`src/rtl/msx_wait_gen.sv`:
```
// Z80/MSX /WAIT generator: inserts a programmable burst of wait cycles per bus
// cycle (M1, I/O, memory), drives an external inverting tri-state buffer.
module msx_wait_gen #(
  parameter int unsigned M1_WAITS  = 1,
  parameter int unsigned IO_WAITS  = 2,
  parameter int unsigned MEM_WAITS = 0
) (
  input  logic clk,
  input  logic rst,
  input  logic nm1,
  input  logic nmreq,
  input  logic niorq,
  input  logic en,
  output logic wait_a,
  output logic wait_noe,
  output logic busy
);

  // state | meaning
  // IDLE  | no bus cycle being serviced, start conditions evaluated
  // WAIT  | wait_a asserted, counter running down
  // HOLD  | burst done (or none needed); waiting for all strobes to release
  localparam logic [1:0] IDLE = 2'd0;
  localparam logic [1:0] WAIT = 2'd1;
  localparam logic [1:0] HOLD = 2'd2;

  logic [1:0] state_q, state_d;
  logic [2:0] cnt_q, cnt_d;
  logic       wait_q, wait_d;
  logic       all_hi;
  logic       start;
  logic [2:0] n_sel;

  assign all_hi = nm1 & nmreq & niorq;

  // Start decode in priority order; INTA starts a zero-length "burst" so it
  // still parks in HOLD until the strobes release.
  always_comb begin
    start = 1'b1;
    n_sel = 3'd0;
    if (!nm1 && !nmreq)       n_sel = 3'(M1_WAITS);
    else if (!niorq && nm1)   n_sel = 3'(IO_WAITS);
    else if (!nmreq && nm1)   n_sel = 3'(MEM_WAITS);
    else if (!niorq && !nm1)  n_sel = 3'd0;
    else                      start = 1'b0;
  end

  always_comb begin
    state_d = state_q;
    cnt_d   = cnt_q;
    wait_d  = wait_q;
    case (state_q)
      IDLE: begin
        if (en && start) begin
          if (n_sel != 3'd0) begin
            state_d = WAIT;
            cnt_d   = n_sel - 3'd1;
            wait_d  = 1'b1;
          end else begin
            state_d = HOLD;
          end
        end
      end
      WAIT: begin
        if (all_hi) begin
          state_d = IDLE;
          cnt_d   = 3'd0;
          wait_d  = 1'b0;
        end else if (cnt_q == 3'd0) begin
          state_d = HOLD;
          wait_d  = 1'b0;
        end else begin
          cnt_d = cnt_q - 3'd1;
        end
      end
      HOLD: begin
        if (all_hi) state_d = IDLE;
      end
      default: begin
        state_d = IDLE;
        cnt_d   = 3'd0;
        wait_d  = 1'b0;
      end
    endcase
  end

  always_ff @(posedge clk or posedge rst) begin
    if (rst) begin
      state_q <= IDLE;
      cnt_q   <= 3'd0;
      wait_q  <= 1'b0;
    end else begin
      state_q <= state_d;
      cnt_q   <= cnt_d;
      wait_q  <= wait_d;
    end
  end

  assign wait_a   = wait_q;
  assign wait_noe = ~wait_q;
  assign busy     = (state_q != IDLE);

endmodule

```
`config.mk`:
```
export PLATFORM = sky130hd
export DESIGN_NAME = msx_wait_gen
export DESIGN_NICKNAME = d
export VERILOG_FILES = /design/src/rtl/msx_wait_gen.sv
export SDC_FILE = /design/constraint.sdc
export NUM_CORES = 1
export LEC_CHECK = 0
export ABC_AREA = 1
export CAP_MARGIN = 20
export CORE_AREA = 4 4 41 43
export CTS_CLUSTER_DIAMETER = 30
export CTS_CLUSTER_SIZE = 30
export DETAILED_ROUTE_END_ITERATION = 10
export DIE_AREA = 0 0 45 47
export DONT_BUFFER_PORTS = 1
export PLACE_DENSITY = 0.48
export SLEW_MARGIN = 20
export SYNTH_ARGS = -nofsm -noshare
export SYNTH_HDL_FRONTEND = slang
export SYNTH_SLANG_ARGS = --single-unit
```
`constraint.sdc`:
```
create_clock -name clk -period 1.55 [get_ports clk]
set_clock_uncertainty 0.1 [all_clocks]
set_input_delay 0.3875 -clock clk [delete_from_list [all_inputs] [get_ports clk]]
set_output_delay 0.3875 -clock clk [all_outputs]
set_load 0.01 [all_outputs]
```
==> results of run 1 <==
state kept, by name, indices dropped and copies added, names as in the netlist:
signal   flops
state_q      2
wait_a       1
cnt_q        3
metrics by stage:
step,std cells,power (mW),instance area [sq um],utilization (%),setup WS [ps]
3_5_place_dp,71,0.747,414,31.8,129
4_1_cts,75,0.897,447,34.3,16.0
3_3_place_gp,71,0.745,414,31.8,152
6_report,75,0.895,452,34.7,92.2
5_1_grt,75,0.990,452,34.7,9.67
2_1_floorplan,56,0.657,395,-,226
final timing paths:
path	from	to	slack [ps]
max	state_q[1]	busy	90
min	nm1	state_q[1]	340
max reg2reg	cnt_q[0]	wait_a	140
max in group asynchronous	rst	cnt_q[2]	740
min reg2reg	cnt_q[2]	cnt_q[2]	400
min in group asynchronous	rst	wait_a	410
kinds of logic (layout without fill, tap and decap cells):
family | after synthesis | count (layout) | share of synthesized area (%)
simple gates | 29 | 29 | 34.8
buf+inv | 11 | 15 | 10.4
compound gates | 8 | 8 | 10.4
flops | 6 | 6 | 38.0
fa+ha+maj | 2 | 2 | 6.33
per-layer routing:
| layer | routed length, um | vias to the layer above | global-route usage (%) |
|---|---|---|---|
| li1 | - | 183 | - |
| met1 | 372 | 140 | 9.45 |
| met2 | 353 | 7 | 13.3 |
| met3 | 47 | 0 | 6.13 |
| met4 | 0 | 0 | 1.75 |
| met5 | 0 | - | 0 |
layout by cell type, fill, tap and decap left out:
cell           synthesis  final
nor2_2                 4      3
nand2_4                1      1
clkbuf_4               0      3
dlygate4sd3_1          0      1
nand3_1                4      4
dfrtp_1                6      6
nor2_4                 0      1
inv_1                 11     11
nand2_1               19     19
o21ai_0                7      7
nand3_2                1      1
a31oi_1                1      1
ha_1                   2      2
cell type report:
type | count | area share, %
clock buffer | 3 | 4.99
inverter | 11 | 9.14
sequential | 6 | 33.2
tap | 15 | 4.16
timing repair buffer | 1 | 2.22
multi-input combinational | 39 | 46.3
critical path, cell delays in order, from the launching register on:
cell,delay [ps]
dfrtp_1,440
nor2_4,190
inv_1,100
power by group:
group,switching [mW],internal [mW]
Clock,0.0536,0.0874
Combinational,0.298,0.162
Sequential,0.0639,0.231
Total,0.415,0.480
what timing repair did:
item / 4_1_cts / 5_1_grt
resized for setup: 0 / 1
setup endpoints to repair: 0 / 1
hold buffers: 1 / 0
hold endpoints to repair: 6 / 0
setup buffers: 0 / 0
==> impl_metrics.json, run 1 <==
{
  "outcome": "finished, final reports clean",
  "place.gp.congestion": 0.727,
  "yosysMostFrequentCell": "nand2_1",
  "nNetsFinal": 70,
  "port_buffers": 0,
  "drc": 0,
  "grt_pass1_wl_mm": 1.21,
  "avgSynthCellArea_sq_um": 7.06,
  "start_kind": "flip-flop",
  "reg2reg_depth": 9,
  "yosys_warnings": 0,
  "async_reset_ff_share_pct": 100,
  "vias_per_cell": 4.40,
  "clk_latency_ps": 240,
  "whs_ps": 336,
  "hold_viol_final": 0,
  "first_global_vias": 316,
  "core_sq_um": 1300,
  "gr-total-overflow": 0,
  "ys_seq_area_share_pct": 38.0,
  "drt_iter0_drc": 1,
  "worstSetupPathType": "flip-flop to primary output",
  "drive_gt1_share_pct": 15.0,
  "regArea_sq_um": 150,
  "critPathMaxFanout": 5,
  "cts_max_path_buffers": 2,
  "die_area_sq_um": 2120,
  "fin_crit_ps": 1460,
  "grt_max_degree": 7,
  "drt-total-wl_um": 773,
  "die_h_um": 47,
  "yosys.cell_types.count": 10,
  "nFillCells": 150,
  "tightestPinTransition_ps": 248,
  "synth-seq-cells": 6,
  "yosys.area.top_type": "dfrtp_1",
  "ctsRootBufferMaster": "clkbuf_4",
  "cts_sinks": 6,
  "cp-end-kind": "primary output",
  "finalCritPeriodShare_pct": 94.0,
  "h-tree-depth": 1,
  "via_count": 330,
  "ios": 9,
  "syn_area_sq_um": 395,
  "multiInputGateArea_sq_um": 209,
  "n_antenna_cell": 0,
  "cts_buffers": 3,
  "dr.pass1.iters": 2,
  "max-vdd-ir-drop_uv": 693,
  "ant_nets": 0,
  "hold_path_depth": 3,
  "drv_cap": 0,
  "drv_slew": 0,
  "detailed_place_hpwl_um": 630,
  "cts_tree": "done",
  "power.density_nw_per_um2": 1980,
  "synth-edff-count": 0,
  "clk_pin_slew_ps": 40,
  "syn_inst": 56,
  "netlist.area_leader.share_pct": 38.0,
  "hp-class": "primary input to flip-flop",
  "wl_per_cell_um": 10.3,
  "grt_usage_pct": 8.49,
  "antenna_found_initial": 0,
  "yosys-top-cells-area": "dfrtp_1 38%, nand2_1 18%, inv_1 10%, o21ai_0 8.9%, ha_1 6.3%",
  "initial_core_util_pct": 30.4,
  "synth-main-ff-cell": "dfrtp_1",
  "required_ps": 1060,
  "ys_top_cells_by_count": "19 x nand2_1, 11 x inv_1, 7 x o21ai_0, 6 x dfrtp_1",
  "rsz0062_at_grt": "no",
  "syn_to_final_growth_pct": 14.2,
  "arrival_ps": 970,
  "slew_headroom_pct": 83.5,
  "leakagePower_nw": 0.250,
  "setup_viol": 0,
  "tns_ps": 0,
  "die_x_um": 45,
  "row_count": 13,
  "fmax_ghz": 0.686,
  "synth_nets": 64
}
No activity file was read; power rests on OpenSTA's default activity.
==> run 2, diff against run 1 <==
--- a/config.mk
+++ b/config.mk
@@ -7,13 +7,15 @@
 export LEC_CHECK = 0
 export ABC_AREA = 1
 export CAP_MARGIN = 20
-export CORE_AREA = 4 4 41 43
+export CORE_ASPECT_RATIO = 1.1
+export CORE_MARGIN = 8
+export CORE_UTILIZATION = 26
 export CTS_CLUSTER_DIAMETER = 30
 export CTS_CLUSTER_SIZE = 30
 export DETAILED_ROUTE_END_ITERATION = 10
-export DIE_AREA = 0 0 45 47
 export DONT_BUFFER_PORTS = 1
-export PLACE_DENSITY = 0.48
+export MAX_ROUTING_LAYER = met4
+export PLACE_DENSITY = 0.44
 export SLEW_MARGIN = 20
 export SYNTH_ARGS = -nofsm -noshare
 export SYNTH_HDL_FRONTEND = slang
==> impl_metrics.json, run 2 (synthesized netlist as in run 1, its figures left out) <==
{
  "place.gp.congestion": 0.722,
  "gr-total-overflow": 0,
  "hold_viol_final": 0,
  "drv_slew": 0,
  "tns_ps": 0,
  "layout_common_cells": "19 x nand2_1, 11 x inv_1, 7 x o21ai_0",
  "finalCritPeriodShare_pct": 93.8,
  "rsz0062_at_grt": "no",
  "initial_core_util_pct": 28.2,
  "h-tree-depth": 1,
  "core_sq_um": 1400,
  "syn_to_final_growth_pct": 14.6,
  "pre_cts_slack_ps": 138,
  "cts_max_path_buffers": 2,
  "drt_iter0_drc": 5,
  "n_antenna_cell": 0,
  "critPathMaxFanout": 5,
  "timing.rr.end": "cnt_q[0]",
  "clk_pin_slew_ps": 50,
  "dr.pass1.iters": 4,
  "worstSetupPathType": "flip-flop to primary output",
  "detailed_place_hpwl_um": 645,
  "grt_max_degree": 7,
  "clk_latency_ps": 250,
  "layout_commonest_cell": "nand2_1",
  "arrival_ps": 970,
  "top_register": "cnt_q",
  "nFillCells": 150,
  "start_kind": "flip-flop",
  "cts_tree": "done",
  "cts_buffers": 3,
  "drc": 0,
  "ant_nets": 0,
  "setup_viol": 0,
  "fin_area_sq_um": 453,
  "power.density_nw_per_um2": 2000,
  "wl_per_cell_um": 11.2,
  "finalPower_mw": 0.907,
  "crit_start": "state_q[1]",
  "ctsRootBufferMaster": "clkbuf_4",
  "hp-class": "primary input to flip-flop",
  "grt_pass1_wl_mm": 1.38,
  "ff2ff_setup_slack_ps": 130,
  "reg2reg_depth": 7,
  "die_x_um": 53.2,
  "slew_headroom_pct": 84.3,
  "largest_reg_flops": 3,
  "ios": 9,
  "cts_sinks": 6,
  "row_count": 14,
  "drive_gt1_share_pct": 15.0,
  "first_global_vias": 345,
  "crit_end": "busy",
  "fin_util_pct": 32.3,
  "dp_cells": 72,
  "instances_no_fill": 76,
  "outcome": "finished, final reports clean",
  "nNetsFinal": 70,
  "drt-total-wl_um": 848,
  "hold_path_depth": 3,
  "setup_slack_ps": 96.6,
  "rr_startpoint": "cnt_q[0]",
  "die_area_sq_um": 3030,
  "place_area_sq_um": 415,
  "die_h_um": 56.9,
  "fin_crit_ps": 1450,
  "max-vdd-ir-drop_uv": 693,
  "cp-end-kind": "primary output",
  "vias_per_cell": 4.61,
  "via_count": 350,
  "antenna_found_initial": 0,
  "drv_cap": 0,
  "fmax_ghz": 0.688,
  "whs_ps": 323,
  "required_ps": 1060,
  "port_buffers": 0,
  "tightestPinTransition_ps": 235,
  "leakagePower_nw": 0.250,
  "grt_usage_pct": 6.64
}
run 2: cell counts in the layout (fill, tap and decap cells not counted):
No cell type changed its count.
run 2: worst min path at each step:
stage,startpoint,endpoint,slack [ps]
3_5_place_dp,rst,wait_a,110
4_1_cts,nm1,state_q[1],320
5_1_grt,nm1,state_q[1],340
6_report,nm1,state_q[1],320
2_1_floorplan,rst,cnt_q[0],80
3_3_place_gp,rst,wait_a,110
run 2: worst max-delay path, stage by stage (launching register included):
cell and delay, ps:
dfrtp_1 430, nor2_4 180, inv_1 100
run 2: per-layer routing:
metal | GRT usage (%) | wire [um] | up-vias
li1 | - | - | 182
met1 | 6.66 | 374 | 155
met2 | 8.56 | 376 | 11
met3 | 6.05 | 87 | 2
met4 | 3.25 | 10 | 0
met5 | - | 0 | -
run 2: power breakdown:
part,switching (mW),total [mW],internal (mW)
logic,0.297,0.459,0.162
clock network,0.0640,0.152,0.0881
registers,0.0650,0.296,0.231
run 2: area by class of cell:
type                    instances  area, sq um  area share [%]
clock buffers                   3         22.5            4.97
well taps                      16         20.0            4.42
flip-flops and latches          6          150            33.1
multi-input cells              39          209            46.1
repair buffers                  1         10.0            2.21
inverters                      11         41.3            9.12
run 2: repair_timing:
item / CTS / global route
hold buffers: 1 / 0
setup buffers: 0 / 0
resized for setup: 0 / 1
hold endpoints to repair: 6 / 0
setup endpoints to repair: 0 / 1
==> run 3, diff against run 2 <==
==> constraint.sdc (replaced) <==
create_clock -name clk -period 1.4 [get_ports clk]
set_clock_uncertainty 0.1 [all_clocks]
set_input_delay 0.35 -clock clk [delete_from_list [all_inputs] [get_ports clk]]
set_output_delay 0.35 -clock clk [all_outputs]
set_load 0.01 [all_outputs]
==> impl_metrics.json, run 3 (synthesized netlist as in run 1, its figures left out) <==
{
  "die_h_um": 56.9,
  "via_count": 356,
  "syn_to_final_growth_pct": 35.4,
  "power.density_nw_per_um2": 2330,
  "n_antenna_cell": 0,
  "cp_slowest_stage_delay_ps": 440,
  "grt_pass1_wl_mm": 1.53,
  "arrival_ps": 910,
  "cts_sinks": 6,
  "cts_max_path_buffers": 2,
  "core_sq_um": 1400,
  "layout_common_cells": "17 x nand2_1, 9 x inv_1, 5 x dfrtp_1, 5 x buf_4",
  "grt_usage_pct": 7.09,
  "fin_area_sq_um": 536,
  "fin_crit_ps": 1360,
  "drc": 0,
  "gr-total-overflow": 0,
  "ant_nets": 0,
  "slowest_stage": "dfrtp_2",
  "ctsRootBufferMaster": "clkbuf_4",
  "largest_reg_flops": 3,
  "fmax_ghz": 0.734,
  "place_area_sq_um": 438,
  "initial_core_util_pct": 28.2,
  "detailed_place_hpwl_um": 670,
  "cp-end-kind": "primary output",
  "reg2reg_depth": 7,
  "max-vdd-ir-drop_uv": 788,
  "nNetsFinal": 75,
  "path_buf_inv": 1,
  "cp.depth": 2,
  "cpLargestDelayFamily": "flip-flops",
  "vias_per_cell": 4.40,
  "rsz0062_at_grt": "yes",
  "leakagePower_nw": 0.274,
  "die_x_um": 53.2,
  "ios": 9,
  "drt_iter0_drc": 5,
  "slew_headroom_pct": 83.8,
  "first_global_vias": 372,
  "cts_buffers": 3,
  "grt_max_degree": 7,
  "top_register": "cnt_q",
  "drv_slew": 0,
  "clk_latency_ps": 250,
  "finalCritPeriodShare_pct": 97.3,
  "finalPower_mw": 1.25,
  "fin_util_pct": 38.2,
  "hp-class": "primary input to flip-flop",
  "setup_viol": 0,
  "whs_ps": 295,
  "path_cells": "nor2_4, inv_2",
  "instances_no_fill": 81,
  "dr.pass1.iters": 4,
  "drive_gt1_share_pct": 36.9,
  "tightestPinTransition_ps": 242,
  "worstSetupPathType": "flip-flop to primary output",
  "port_buffers": 0,
  "hold_viol_final": 0,
  "layout_commonest_cell": "nand2_1",
  "antenna_found_initial": 0,
  "wl_per_cell_um": 11.1,
  "place.gp.congestion": 0.707,
  "required_ps": 950,
  "outcome": "finished, final reports clean",
  "setup_slack_ps": 37.2,
  "drv_cap": 0,
  "row_count": 14,
  "critPathMaxFanout": 4,
  "cts_tree": "done",
  "pre_cts_slack_ps": -4.63,
  "start_kind": "flip-flop",
  "dp_cells": 75,
  "hold_path_depth": 3,
  "drt-total-wl_um": 899,
  "h-tree-depth": 1,
  "tns_ps": 0,
  "clk_pin_slew_ps": 50,
  "die_area_sq_um": 3030
}
-- run 3: area by class of cell --
cell class,count,area (sq um)
clock buffer,3,22.5
fill,159,866
inverter,11,41.3
multi-input combinational,39,253
sequential,6,151
tap,16,20.0
timing repair buffer,6,47.5
-- run 3: routing by layer --
metal	wire length [um]	global-route usage [%]	part of all wire (%)	vias to the layer above
li1	-	-	-	195
met1	389	7.36	43	153
met2	435	10.2	48	8
met3	74	5.26	8.2	0
met4	0	2.17	0	0
met5	0	-	0	-
-- run 3: path summary, 6_finish.rpt --
kind / from / to / slack (ps)
worst min-delay path: nm1 / state_q[1] / 300
max in group asynchronous: rst / state_q[1] / 610
worst max-delay path: state_q[1] / busy / 40
worst min register to register: cnt_q[1] / cnt_q[1] / 370
worst max register to register: state_q[1] / wait_a / 50
min in group asynchronous: rst / state_q[0] / 370
-- run 3: report_power, final --
group | switching, mW | leakage, nW | total, mW | internal [mW]
logic | 0.421 | 0.186 | 0.750 | 0.329
registers | 0.0753 | 0.0745 | 0.334 | 0.259
clock network | 0.0676 | 0.0138 | 0.165 | 0.0973
-- run 3: worst reg2reg max path, stage by stage (launching register included) --
cell	delay [ps]
dfrtp_2	440
nor2_4	170
buf_4	130
nand2_1	100
nand2_2	120
nor2_2	40
nand2_1	80
nand2_1	60
-- run 3: repair_timing --
item | CTS | global route
resized for setup | 7 | 11
setup endpoints to repair | 5 | 6
setup buffers | 0 | 2
pin swaps | 3 | 6
hold buffers | 1 | 0
endpoints found under the hold margin | 6 | 0
